<file path="config.mk">
export PLATFORM = sky130hd
export DESIGN_NAME = ball_motion
export DESIGN_NICKNAME = d
export VERILOG_FILES = /design/src/rtl/ball_motion.sv
export SDC_FILE = /design/constraint.sdc
export NUM_CORES = 1
export LEC_CHECK = 0
export BUFFER_PORTS_ARGS = -buffer_cell sky130_fd_sc_hd__clkbuf_2
export CAP_MARGIN = 10
export CORE_ASPECT_RATIO = 1.4
export CORE_MARGIN = 1.5
export CORE_UTILIZATION = 50
export CTS_CLUSTER_DIAMETER = 120
export DETAILED_ROUTE_END_ITERATION = 7
export PLACE_DENSITY = 0.7
export RECOVER_POWER = 25
export SYNTH_ARGS = -nofsm -noshare
export SYNTH_HDL_FRONTEND = slang
export SYNTH_SLANG_ARGS = --single-unit
</file>
<file path="constraint.sdc">
create_clock -name clk -period 14.15 [get_ports clk]
set_input_delay 1.415 -clock clk [delete_from_list [all_inputs] [get_ports clk]]
set_output_delay 1.415 -clock clk [all_outputs]
set_load 0.05 [all_outputs]
</file>
<file path="src/rtl/ball_motion.sv">
// rtl/ball_motion.sv - Breakout ball motion and wall/paddle/brick collision engine
//
// Advances the ball once per board-rate tick, reflects it off the screen
// walls, the paddle and the single brick, and reports brick hits and
// bottom-edge losses as one-clock pulses.
//
// Ports:
//   clk          100 MHz master clock
//   rst          synchronous reset, active low
//   tick         one-clock move enable at board rate
//   launch       debounced launch button (level)
//   paddle_x/_y  paddle left/top edge
//   brick_x/_y   brick left/top edge
//   brick_alive  brick present; brick collisions ignored when low
//   ball_x/_y    registered ball left/top edge
//   brick_hit    one-clock pulse after a tick that hit the brick
//   lost         one-clock pulse after a tick where the ball left the bottom
//   state        IDLE=0, MOVE=1, LOST=2
//
// Optional feature macro: BALL_SPEEDUP_EN (every 8th paddle bounce raises
// the speed by one, saturating at 2*SPEED).
module ball_motion #(
    parameter int SCREEN_W   = 640,
    parameter int SCREEN_H   = 480,
    parameter int BALL_SIZE  = 8,
    parameter int PADDLE_W   = 64,
    parameter int PADDLE_H   = 8,
    parameter int BRICK_W    = 64,
    parameter int BRICK_H    = 16,
    parameter int SPEED      = 2,
    parameter int LOST_TICKS = 60
) (
    input  logic       clk,
    input  logic       rst,
    input  logic       tick,
    input  logic       launch,
    input  logic [9:0] paddle_x,
    input  logic [9:0] paddle_y,
    input  logic [9:0] brick_x,
    input  logic [9:0] brick_y,
    input  logic       brick_alive,
    output logic [9:0] ball_x,
    output logic [9:0] ball_y,
    output logic       brick_hit,
    output logic       lost,
    output logic [1:0] state
);
    localparam logic [10:0] W11      = 11'(SCREEN_W);
    localparam logic [10:0] H11      = 11'(SCREEN_H);
    localparam logic [10:0] B11      = 11'(BALL_SIZE);
    localparam logic [9:0]  B10      = 10'(BALL_SIZE);
    localparam logic [10:0] PW11     = 11'(PADDLE_W);
    localparam logic [10:0] PH11     = 11'(PADDLE_H);
    localparam logic [10:0] BW11     = 11'(BRICK_W);
    localparam logic [10:0] BH11     = 11'(BRICK_H);
    localparam logic [10:0] SPD11    = 11'(SPEED);
    localparam logic [10:0] X_MAX    = 11'(SCREEN_W - BALL_SIZE);
    localparam logic [9:0]  Y_MAX10  = 10'(SCREEN_H - BALL_SIZE);
    localparam logic [10:0] HALF_OFF = 11'(PADDLE_W / 2 - BALL_SIZE / 2);
    localparam int          CNT_W    = $clog2(LOST_TICKS + 1);
    localparam logic [CNT_W-1:0] CNT_LAST = CNT_W'(LOST_TICKS - 1);

    typedef enum logic [1:0] {
        ST_IDLE = 2'd0,
        ST_MOVE = 2'd1,
        ST_LOST = 2'd2
    } state_e;

    state_e           state_q;
    logic [9:0]       x_q, y_q;
    logic             dx_q;        // 1 = moving right
    logic             dy_q;        // 1 = moving down
    logic             hit_q, lost_q;
    logic [CNT_W-1:0] cnt_q;

    logic [10:0] spd;
`ifdef BALL_SPEEDUP_EN
    localparam logic [10:0] SPD_MAX = 11'(2 * SPEED);
    logic [10:0] speed_q;
    logic [2:0]  bounce_q;
    assign spd = speed_q;
`else
    assign spd = SPD11;
`endif

    logic [10:0] x11, y11, px11, py11, bx11, by11;
    logic [10:0] idle_sum;
    logic [9:0]  idle_x_d, idle_y_d, pad_top;
    logic [10:0] mv_x_d, cand_y;
    logic [9:0]  mv_y_d;
    logic        mv_dx_d, mv_dy_d;
    logic        hit_bottom, pad_ov, brk_ov, brk_bounce;

    always_comb begin
        x11  = {1'b0, x_q};
        y11  = {1'b0, y_q};
        px11 = {1'b0, paddle_x};
        py11 = {1'b0, paddle_y};
        bx11 = {1'b0, brick_x};
        by11 = {1'b0, brick_y};

        // Ball parked centred on top of the paddle, clamped on screen.
        idle_sum = px11 + HALF_OFF;
        idle_x_d = (idle_sum > X_MAX) ? X_MAX[9:0] : idle_sum[9:0];
        pad_top  = (paddle_y < B10) ? 10'd0 : paddle_y - B10;
        idle_y_d = (pad_top > Y_MAX10) ? Y_MAX10 : pad_top;

        mv_dx_d = dx_q;
        if (!dx_q && x11 <= spd) begin
            mv_x_d  = '0;
            mv_dx_d = 1'b1;
        end else if (dx_q && (x11 + spd + B11) >= W11) begin
            mv_x_d  = X_MAX;
            mv_dx_d = 1'b0;
        end else if (dx_q) begin
            mv_x_d = x11 + spd;
        end else begin
            mv_x_d = x11 - spd;
        end

        // Candidate next y, floored at the top wall so it never wraps.
        if (dy_q)
            cand_y = y11 + spd;
        else if (y11 > spd)
            cand_y = y11 - spd;
        else
            cand_y = '0;

        hit_bottom = dy_q && ((y11 + spd + B11) >= H11);
        pad_ov = (mv_x_d < px11 + PW11) && (px11 < mv_x_d + B11) &&
                 (cand_y < py11 + PH11) && (py11 < cand_y + B11);
        brk_ov = (mv_x_d < bx11 + BW11) && (bx11 < mv_x_d + B11) &&
                 (cand_y < by11 + BH11) && (by11 < cand_y + B11);

        brk_bounce = 1'b0;
        mv_dy_d    = dy_q;
        if (dy_q && pad_ov) begin
            mv_y_d  = pad_top;
            mv_dy_d = 1'b0;
        end else if (brick_alive && brk_ov) begin
            mv_y_d     = cand_y[9:0];
            mv_dy_d    = ~dy_q;
            brk_bounce = 1'b1;
        end else if (!dy_q && y11 <= spd) begin
            mv_y_d  = '0;
            mv_dy_d = 1'b1;
        end else begin
            mv_y_d = cand_y[9:0];
        end
    end

    always_ff @(posedge clk) begin
        if (!rst) begin
            state_q <= ST_IDLE;
            x_q     <= '0;
            y_q     <= '0;
            dx_q    <= 1'b1;
            dy_q    <= 1'b0;
            hit_q   <= 1'b0;
            lost_q  <= 1'b0;
            cnt_q   <= '0;
`ifdef BALL_SPEEDUP_EN
            speed_q  <= SPD11;
            bounce_q <= '0;
`endif
        end else begin
            hit_q  <= 1'b0;
            lost_q <= 1'b0;
            case (state_q)
                ST_IDLE: begin
`ifdef BALL_SPEEDUP_EN
                    speed_q  <= SPD11;
                    bounce_q <= '0;
`endif
                    if (tick && launch) begin
                        state_q <= ST_MOVE;
                        dx_q    <= 1'b1;
                        dy_q    <= 1'b0;
                    end else begin
                        x_q <= idle_x_d;
                        y_q <= idle_y_d;
                    end
                end
                ST_MOVE: begin
                    if (tick) begin
                        if (hit_bottom) begin
                            lost_q  <= 1'b1;
                            state_q <= ST_LOST;
                            cnt_q   <= '0;
                        end else begin
                            x_q   <= mv_x_d[9:0];
                            dx_q  <= mv_dx_d;
                            y_q   <= mv_y_d;
                            dy_q  <= mv_dy_d;
                            hit_q <= brk_bounce;
`ifdef BALL_SPEEDUP_EN
                            if (dy_q && pad_ov) begin
                                bounce_q <= bounce_q + 3'd1;
                                if (bounce_q == 3'd7 && speed_q < SPD_MAX)
                                    speed_q <= speed_q + 11'd1;
                            end
`endif
                        end
                    end
                end
                ST_LOST: begin
                    if (tick) begin
                        if (cnt_q == CNT_LAST) begin
                            cnt_q   <= '0;
                            state_q <= ST_IDLE;
                        end else begin
                            cnt_q <= cnt_q + 1'b1;
                        end
                    end
                end
                default: state_q <= ST_IDLE;
            endcase
        end
    end

    assign ball_x    = x_q;
    assign ball_y    = y_q;
    assign brick_hit = hit_q;
    assign lost      = lost_q;
    assign state     = state_q;
endmodule

</file>
==> flow_summary.ini <==
[placed_design]
hpwl_mm = 12.83
port_buffers = 68
placedCellCount = 927
dpl-instance-area_um2 = 5962
gp_congestion = 0.9124

[floorplan]
die_area_um2 = 11910
rows = 45
chipWidth_um = 92.65
fp.dieH_um = 128.5
initial_utilization_pct = 51.50
coreArea_um2 = 10920
io_pins = 69

[synthesis]
synth-edff-count = 0
yosysSeqAreaShare_pct = 11.39
syn_inst = 756
avgSynthCellArea_um2 = 7.441
yosys_warnings = 0
syn-num-nets = 892
ys_seq_elements = 32
dominantRegCellSynth = dfxtp_1
synth_area_um2 = 5625
yosysUniqueCellTypes = 84
async_flop_share_pct = 0

[clock_tree]
cts_made_buffers = 5
cts_tree = done
root_buffer = clkbuf_16
postCtsSetupRepairBufs = 0
cts.reportedPaths.clkPinSlew_ns = 0.06
htree_levels = 2
clock-sinks = 32
cts_max_path_buffers = 2
insertion_delay_ns = 0.27
hold_buffers = 0
cts_resized = 0

[timing]
fin_crit_ns = 5.962
rsz0062_at_grt = false
worst_slew_pin_slew_ns = 1.206
whs_ns = 0.5028
fin_skew_ns = 0.004725
report.final.slew_viol_count = 0
clock.fmax_mhz = 167.7
slew_headroom_pct = 19.29
fin_setup_tns_ns = 0
period_share_pct = 42.14
final_hold_viol_count = 0
finalSetupViolCount = 0

[final_layout]
design_area_um2 = 6112
area_growth_pct = 8.652
fillers = 1077
drive_above_1_share_pct = 11.46
final_cells = 935
antenna_cells = 0
nets = 929

[pwr]
finalPower_mw = 0.6057
total_leakage_power_nw = 2.729
ir_drop_v = 0.00007342
p_per_area_nw_per_um2 = 99.10

[detailed_routing]
wl_mm = 16.18
wl_met3_um = 839
met1_length_mm = 6.491
wl_per_cell_um = 17.30
first_iter_violations = 377
top_layer_used = met4
vias = 5803
wl_met2_mm = 8.063
dr.pass1.iters = 5
route.detailed.drc = 0
drt-vias-per-instance = 6.206
antenna_left = 0

[worst_setup_path]
cp-startpoint = ball_x[1]
cp.required_ns = 14.33
crit_type = register to register
startpoint_type = register
endpoint_kind = register
worstPathMaxFanout = 13
r2r-start = ball_x[1]
cp.arrival_ns = 6.14

[job]
max_cap_viol_count = 0

[global_route]
track_usage_pct = 27.36
antenna_found_initial = 0
grt_pass1_wl_mm = 26.82
overflow = 0
grt_max_degree = 24
grt_pass1_vias = 5754

[worst_hold_path]
holdCritStartpoint = cnt_q[1]
hold_class = register to register

[run_status]
outcome = finished, final reports clean
[placed cells by master, fill, tap and decap left out, drive strengths merged, types with 14 or more instances in the layout]
cell | synthesis | final
a21oi | 39 | 39
clkbuf | 25 | 73
dfxtp | 32 | 32
ha | 91 | 91
inv | 53 | 53
nand2 | 46 | 46
nand3 | 40 | 40
nand4 | 17 | 17
nor2 | 66 | 66
nor2b | 14 | 14
nor3 | 22 | 22
o211ai | 16 | 16
o21ai | 43 | 43
xnor2 | 29 | 29
xor2 | 26 | 26
[synthesized netlist by cell type, types with 3 or more instances]
library cell  count  area [um^2]
mux2i_1          12        120.1
a2bb2oi_1         3        26.28
a2111oi_0         3        26.28
and4b_1           3        30.03
nand4_1          17        106.4
a221o_1           3        30.03
inv_1            53        198.9
and3_1            8        50.05
and2_1            4        25.02
a41o_1            3        30.03
nand3b_1          4        30.03
a211oi_1         10        75.07
a21oi_1          39        195.2
o21ai_0          39        195.2
xnor2_1          28        245.2
buf_6             3        33.78
nand3_1          40        200.2
nand2_1          46        172.7
dfxtp_1          32        640.6
nor2_1           65        244.0
nor4_2            4        50.05
nor3_1           22        110.1
or4_1             3        22.52
clkbuf_1         23        86.33
nand2b_1         12        75.07
nor2b_1          14        87.58
o221ai_1          3        26.28
o31a_1            3        26.28
o41ai_1           3        26.28
nor4_1            7        43.79
a21boi_0          3        22.52
buf_2            10        50.05
a31oi_1           5        31.28
o211ai_1         16        120.1
a21o_1           11        82.58
and4_1            3        26.28
or2_2             5        31.28
or3_1             9        56.30
ha_1             91         1139
o21a_1            8        60.06
xor2_1           25        219.0
nor3b_1           3        22.52
o31ai_1           4        30.03
a41oi_1           3        26.28
[final timing paths]
kind,end,slack (ns),depth (start not counted)
setup / recovery,ball_y[9],8.19,24
hold / removal,cnt_q[1],0.50,2
setup reg to reg,ball_y[9],8.19,24
hold reg to reg,cnt_q[1],0.50,2
[critical path: stages (launching register included)]
cell,delay (ns)
dfxtp_1,0.52
ha_1,0.41
xnor2_1,0.21
inv_1,0.08
ha_1,0.24
o311a_1,0.13
and4b_1,0.20
o32a_1,0.45
and3_1,0.23
nor2_1,0.39
ha_1,0.28
and3_1,0.21
xnor2_1,0.10
ha_1,0.32
and4b_1,0.19
o211ai_1,0.11
nor2_1,0.12
nor2_1,0.04
nand2_1,0.09
maj3_2,0.18
o221a_1,0.19
nor2_2,0.05
o21ai_2,0.59
mux2_2,0.43
o32ai_2,0.10
[cell type report]
class / instances / area, um^2 / share of cell area, %
Clock buffer: 5 / 125.1 / 2.047
Tap cell: 141 / 176.4 / 2.886
Sequential cell: 32 / 640.6 / 10.48
Inverter: 53 / 198.9 / 3.255
Multi-Input combinational cell: 631 / 4591 / 75.11
Timing Repair Buffer: 70 / 337.8 / 5.527
Clock inverter: 3 / 42.54 / 0.6960
[state kept, by name, summed over array words and instances, names as in the netlist]
signal,flops
ball_y,10
brick_hit,1
dx_q,1
cnt_q,6
dy_q,1
ball_x,10
state,2
lost,1
[through the flow]
step           utilization [%]  setup slack [ns]
2_1_floorplan                -             9.031
4_1_cts                  56.12             8.253
3_3_place_gp             54.58             8.515
5_1_grt                  55.96             7.804
3_5_place_dp             54.58             8.310
6_report                 55.96             8.188
[power breakdown]
part | switching, mW | internal (mW)
logic | 0.219 | 0.139
registers | 0.0276 | 0.0978
clock network | 0.0397 | 0.0826
total | 0.287 | 0.319
[cell families (layout without fill, tap and decap cells)]
logic type                 count (synthesis)  after routing  synth area share (%)
buffers and inverters                     93            131                 7.006
AOI/OAI and AO/OA                        189            189                 23.29
muxes                                     14             14                 2.536
adders and majority gates                 92             92                 20.44
DFF                                       32             32                 11.39
and+or+nand+nor                          281            281                 26.51
xor gates and xnor gates                  55             55                 8.830
[routing by layer]
| metal | GRT usage, % | vias up |
|---|---|---|
| met5 | 0 | - |
| met4 | 13.64 | 0 |
| met3 | 3.605 | 62 |
| met2 | 49.61 | 222 |
| met1 | 31.18 | 2682 |
| li1 | - | 2837 |
Power figures use the tool's default switching activity.
